--- config.mk ---
export PLATFORM = sky130hd
export DESIGN_NAME = dsp_fetch
export DESIGN_NICKNAME = d
export VERILOG_FILES = /design/src/rtl/dsp_fetch_pkg.sv /design/src/rtl/dsp_fetch_queue.sv /design/src/rtl/dsp_fetch.sv
export SDC_FILE = /design/constraint.sdc
export NUM_CORES = 1
export LEC_CHECK = 0
export BUFFER_PORTS_ARGS = -buffer_cell sky130_fd_sc_hd__buf_2
export CAP_MARGIN = 20
export CORE_MARGIN = 4
export CORE_UTILIZATION = 35
export DETAILED_ROUTE_END_ITERATION = 6
export HOLD_SLACK_MARGIN = 0.1
export PLACE_DENSITY = 0.66
export SLEW_MARGIN = 0
export SYNTH_ARGS = -nofsm -noshare
export SYNTH_HDL_FRONTEND = slang
export SYNTH_SLANG_ARGS = --single-unit
export TNS_END_PERCENT = 50
--- constraint.sdc ---
create_clock -name clk -period 3.49 [get_ports clk]
set_input_delay 0.5235 -clock clk [delete_from_list [all_inputs] [get_ports clk]]
set_output_delay 0.5235 -clock clk [all_outputs]
set_load 0.01 [all_outputs]
--- src/rtl/dsp_fetch_pkg.sv ---
// dsp_fetch_pkg: shared widths and FSM encodings for the instruction fetch unit.
// The legacy width/encoding macros are defined here so every file that
// imports the package sees one consistent definition.
`ifndef MEM_ADDR_LEN
`define MEM_ADDR_LEN 16
`endif
`ifndef REG_WORD_LEN
`define REG_WORD_LEN 16
`endif
`ifndef FETCH_S_RESET
`define FETCH_S_RESET    2'd0
`define FETCH_S_RUN      2'd1
`define FETCH_S_REDIRECT 2'd2
`endif

package dsp_fetch_pkg;
  localparam int ADDR_W_DEF  = `MEM_ADDR_LEN;
  localparam int INSTR_W_DEF = `REG_WORD_LEN;

  typedef enum logic [1:0] {
    S_RESET    = `FETCH_S_RESET,
    S_RUN      = `FETCH_S_RUN,
    S_REDIRECT = `FETCH_S_REDIRECT
  } fetch_state_e;
endpackage

--- src/rtl/dsp_fetch_queue.sv ---
// dsp_fetch_queue: DEPTH-entry FIFO of {addr, instr} words.
// Synchronous flush wins over a same-cycle push; the caller guarantees
// no push into a full queue and no pop from an empty one.
module dsp_fetch_queue #(
  parameter int DEPTH = 2,
  parameter int W     = 32
) (
  input  logic                     clk,
  input  logic                     rst,
  input  logic                     i_push,
  input  logic                     i_pop,
  input  logic                     i_flush,
  input  logic [W-1:0]             i_data,
  output logic [W-1:0]             o_head,
  output logic [$clog2(DEPTH):0]   o_cnt
);
  localparam int PW = $clog2(DEPTH);

  logic [W-1:0]  r_mem [DEPTH];
  logic [PW-1:0] r_wr, r_rd;
  logic [PW:0]   r_cnt;

  // Storage array: written on push, contents need no reset.
  always_ff @(posedge clk) begin
    if (i_push && !i_flush) r_mem[r_wr] <= i_data;
  end

  // Pointers and occupancy; reset and flush both empty the queue.
  always_ff @(posedge clk) begin
    if (rst || i_flush) begin
      r_wr  <= '0;
      r_rd  <= '0;
      r_cnt <= '0;
    end else begin
      if (i_push) r_wr <= r_wr + PW'(1);
      if (i_pop)  r_rd <= r_rd + PW'(1);
      r_cnt <= r_cnt + (PW+1)'(i_push) - (PW+1)'(i_pop);
    end
  end

  assign o_head = r_mem[r_rd];
  assign o_cnt  = r_cnt;
endmodule

--- src/rtl/dsp_fetch.sv ---
// dsp_fetch: instruction fetch unit. Owns the PC, issues reads to a
// 1-cycle synchronous instruction memory, buffers words in a prefetch
// queue and hands them to decode on a valid/ready handshake. A taken
// jump flushes the queue, drops the returning word and redirects the PC.
// Optional: define DSP_FETCH_PERF_EN to add fetch_count/flush_count.
module dsp_fetch
  import dsp_fetch_pkg::*;
#(
  parameter int                ADDR_W    = ADDR_W_DEF,
  parameter int                INSTR_W   = INSTR_W_DEF,
  parameter logic [ADDR_W-1:0] RESET_VEC = ADDR_W'(16'h0000),
  parameter int                DEPTH     = 2
) (
  input  logic               clk,
  input  logic               rst,
  input  logic               jump_flag,
  input  logic [ADDR_W-1:0]  jump_addr,
  output logic               imem_rd_en,
  output logic [ADDR_W-1:0]  imem_addr,
  input  logic [INSTR_W-1:0] imem_rdata,
  output logic               instr_valid,
  input  logic               instr_ready,
  output logic [INSTR_W-1:0] instr_data,
  output logic [ADDR_W-1:0]  instr_addr
`ifdef DSP_FETCH_PERF_EN
  ,
  output logic [15:0]        fetch_count,
  output logic [15:0]        flush_count
`endif
);
  localparam int QW = ADDR_W + INSTR_W;
  localparam int CW = $clog2(DEPTH) + 2;

  fetch_state_e          r_state, w_state_nxt;
  logic [ADDR_W-1:0]     r_pc, r_fly_addr;
  logic                  r_inflight;
  logic                  w_jump, w_pop, w_push, w_issue;
  logic [QW-1:0]         w_head;
  logic [$clog2(DEPTH):0] w_cnt;
  logic [CW-1:0]         w_credit;

  // Only a clean 1 is a taken jump; ignored while still leaving reset.
  assign w_jump   = (jump_flag === 1'b1) && (r_state != S_RESET);
  assign w_pop    = instr_valid && instr_ready;
  // Slots already claimed after this cycle: queued + returning - leaving.
  assign w_credit = CW'(w_cnt) + CW'(r_inflight) - CW'(w_pop);
  assign w_issue  = (r_state == S_RUN) && !w_jump && (w_credit < CW'(DEPTH));
  assign w_push   = r_inflight && !w_jump;

  // State register.
  always_ff @(posedge clk) begin
    if (rst) r_state <= S_RESET;
    else     r_state <= w_state_nxt;
  end

  // Next state: one bubble after every accepted jump.
  always_comb begin
    w_state_nxt = r_state;
    case (r_state)
      S_RESET:    w_state_nxt = S_RUN;
      S_RUN:      if (w_jump) w_state_nxt = S_REDIRECT;
      S_REDIRECT: w_state_nxt = w_jump ? S_REDIRECT : S_RUN;
      default:    w_state_nxt = S_RESET;
    endcase
  end

  // PC and in-flight tracking; the issuing address travels with the read.
  always_ff @(posedge clk) begin
    if (rst) begin
      r_pc       <= RESET_VEC;
      r_inflight <= 1'b0;
      r_fly_addr <= '0;
    end else begin
      r_inflight <= w_issue;
      if (w_issue) r_fly_addr <= r_pc;
      if (w_jump)       r_pc <= jump_addr;
      else if (w_issue) r_pc <= r_pc + ADDR_W'(1);
    end
  end

  dsp_fetch_queue #(.DEPTH(DEPTH), .W(QW)) u_queue (
    .clk     (clk),
    .rst     (rst),
    .i_push  (w_push),
    .i_pop   (w_pop),
    .i_flush (w_jump),
    .i_data  ({r_fly_addr, imem_rdata}),
    .o_head  (w_head),
    .o_cnt   (w_cnt)
  );

  assign imem_rd_en  = w_issue;
  assign imem_addr   = r_pc;
  assign instr_valid = (w_cnt != '0);
  // Head is forced to zero when empty so stale entries never show.
  assign instr_data  = instr_valid ? w_head[INSTR_W-1:0]  : '0;
  assign instr_addr  = instr_valid ? w_head[QW-1:INSTR_W] : '0;

`ifdef DSP_FETCH_PERF_EN
  // Saturating handshake and flush counters.
  always_ff @(posedge clk) begin
    if (rst) begin
      fetch_count <= '0;
      flush_count <= '0;
    end else begin
      if (w_pop  && fetch_count != 16'hFFFF) fetch_count <= fetch_count + 16'd1;
      if (w_jump && flush_count != 16'hFFFF) flush_count <= flush_count + 16'd1;
    end
  end
`endif
endmodule

==> reports/metrics.cfg <==
[outcome]
status=finished, final reports clean

[power]
power_density_nw_per_um2=520
peakVddDrop_mv=0.214
p_leak_nw=1.89

[yosys]
seq_area_frac_synth_pct=64.5
syn_inst=358
syn_area_per_cell_um2=11.8
synth_cell_types=36
yosys.area_share.adder_pct=1.30
synth-seq-cells=104
synth_top_area_share_pct=45.5
synth_compound_area_share_pct=8.24
yosysWarnings=0
syn-num-nets=397
synth_top_area_cell=edfxtp_1
synth_area_um2=4220
synthMuxAreaShare_pct=7.59
yosys-top-cells-area=edfxtp_1 (46%), dfxtp_1 (19%), mux2i_1 (7.6%)
synth-simple-area-share_pct=13.7
synth-xor-area-share_pct=2.49
synth_top_family_by_area=simple AND/OR/NAND/NOR gates

[routing]
drc_errors=0
vias_per_cell=5.04
wl_um=8930
first_pass_iters=4
vias=2958
initialDrtViolationCount=199
postRouteAntennaNets=0
wl_per_cell_um=15.2

[clocking]
cts.hold.buffers_added=0
cts_buffers=9
clk_latency_ps=330
post_cts_buffers=0
tritoncts=done
htreeDepth=3
cts_resized=0
cts_root_buf=clkbuf_16
clkTransAtPathRegs_ps=70
clock-sinks=104
clock_tree.buffer_depth=2

[finish]
syn_to_final_growth_pct=20.4
mostFrequentLayoutCells=buf_2 (85), edfxtp_1 (64), nor2_1 (43)
final_area_um2=5080
nFillCells=1099
drive_gt1_share_pct=24.3
nNetsFinal=478
final_common_cell=buf_2
n_antenna_cell=0

[die]
fp.dieW_um=118
core.rowCount=39
core_region_area_um2=11600
start_util_pct=36.3
ioPinCount=86
dieArea_um2=13900
die_h_um=118

[timing]
maxSlewViolCount=0
setup_viol=0
finalHoldViolations=0
rsz0062_at_grt=no
worst_slew_pin_slew_ps=1020
clock_skew_ps=7.53
fmaxAchievable_ghz=0.318
tns_ps=0
period_minus_slack_ps=3150
slew_headroom_pct=32.3
fin_crit_sh_pct=90.1

[setup_path]
endpoint_kind=output port
reg2reg_from=u_queue.o_cnt[1]
worstPathRequired_ps=2970
arrival_ps=2620
startpoint=u_queue.o_cnt[1]
path_max_fanout=19
crit_type=reg -> out
start_kind=flop

[global_routing]
grt_pass1_wl_um=15100
first_global_vias=3012
grt_max_degree=34
antenna_found_initial=0
overflow=0
track_usage_pct=13.3

[placement]
placed_area_um2=4790
dp_hpwl_um=6160
gp_congestion=0.865
portBuffers=85

[hold_path]
hp-start=imem_rdata[12]
hold_class=in -> reg

[job]
drv_cap=0

[cells by family (layout without fill, tap and decap cells)]
family	Yosys count	in the layout
adders and majority gates	4	4
AOI/OAI and AO/OA	60	60
and+or+nand+nor	122	122
muxes	32	32
buffers and inverters	24	110
DFF	104	104
xor gates and xnor gates	12	12
[path summary, 6_finish.rpt]
kind                                to  slack, ps  depth (start not counted)
hold reg to reg   u_queue.r_mem[1][28]        450                          0
hold / removal    u_queue.r_mem[0][12]        380                          1
setup / recovery            imem_rd_en        340                          8
setup reg to reg         imem_addr[15]        620                          8
[Yosys cell counts]
cell type	n
and4_1	2
nor2b_1	1
a211oi_1	3
nor4b_1	1
ha_1	2
a311oi_1	1
a21oi_1	23
a22oi_1	2
inv_1	4
nand4_1	2
mux2i_1	32
or4_1	6
o2111ai_1	1
inv_2	1
o21a_1	2
nor3_1	1
fa_1	1
nor2_1	45
clkbuf_1	13
buf_1	4
nor4_1	2
and4bb_2	1
a31oi_1	6
xnor2_1	6
o21ai_0	16
and3_1	4
nand4bb_4	1
maj3_1	1
nand3_1	9
o31ai_1	6
buf_2	2
or3_1	6
nand2_1	41
dfxtp_1	40
xor2_1	6
edfxtp_1	64
[state kept, by name, indices dropped and copies added, names as in the netlist, named ones only]
name,cells
u_queue.r_mem,64
imem_addr,16
r_fly_addr,16
r_state,2
u_queue.o_cnt,2
r_inflight,1
u_queue.r_rd,1
u_queue.r_wr,1
[stage by stage]
step	utilization (%)	std cells	power, mW	setup WS [ps]	hold WS [ps]
6_report	43.8	587	2.64	344	378
2_1_floorplan	-	358	1.58	633	425
4_1_cts	43.8	587	2.68	312	363
3_5_place_dp	41.3	571	1.70	553	440
5_1_grt	43.8	587	2.76	76.4	355
3_3_place_gp	41.3	571	1.70	590	432
[where the power goes]
| group | switching (mW) | total (mW) | internal (mW) |
|---|---|---|---|
| Clock | 0.413 | 0.970 | 0.558 |
| Sequential | 0.0582 | 1.40 | 1.34 |
| Combinational | 0.158 | 0.271 | 0.113 |
| Total | 0.629 | 2.64 | 2.01 |
[routing by layer]
metal | share of wire, % | GRT usage [%] | vias up | routed length, um
met5 | 0 | 0 | - | 0
met4 | 0.83 | 3.37 | 0 | 74
met3 | 8.3 | 4.23 | 6 | 739
met2 | 43 | 19.8 | 127 | 3860
met1 | 48 | 18.8 | 1361 | 4250
li1 | - | - | 1464 | -
[worst max-delay path, stage by stage, from the launching register on]
cell	delay, ps
dfxtp_1	520
nand2_1	90
nor2_1	160
o21ai_0	130
fa_1	560
and4bb_2	270
nand2_1	80
inv_2	270
buf_2	200
[layout make-up]
cell class | instances | area (um2) | share of cell area, %
well taps | 143 | 179 | 3.52
clock buffers | 11 | 233 | 4.58
inverters | 5 | 18.8 | 0.369
multi-input cells | 230 | 1420 | 27.9
repair buffers | 89 | 455 | 8.96
clock inverters | 5 | 55.1 | 1.08
flip-flops and latches | 104 | 2720 | 53.6
(Power assumes the default switching activity.)
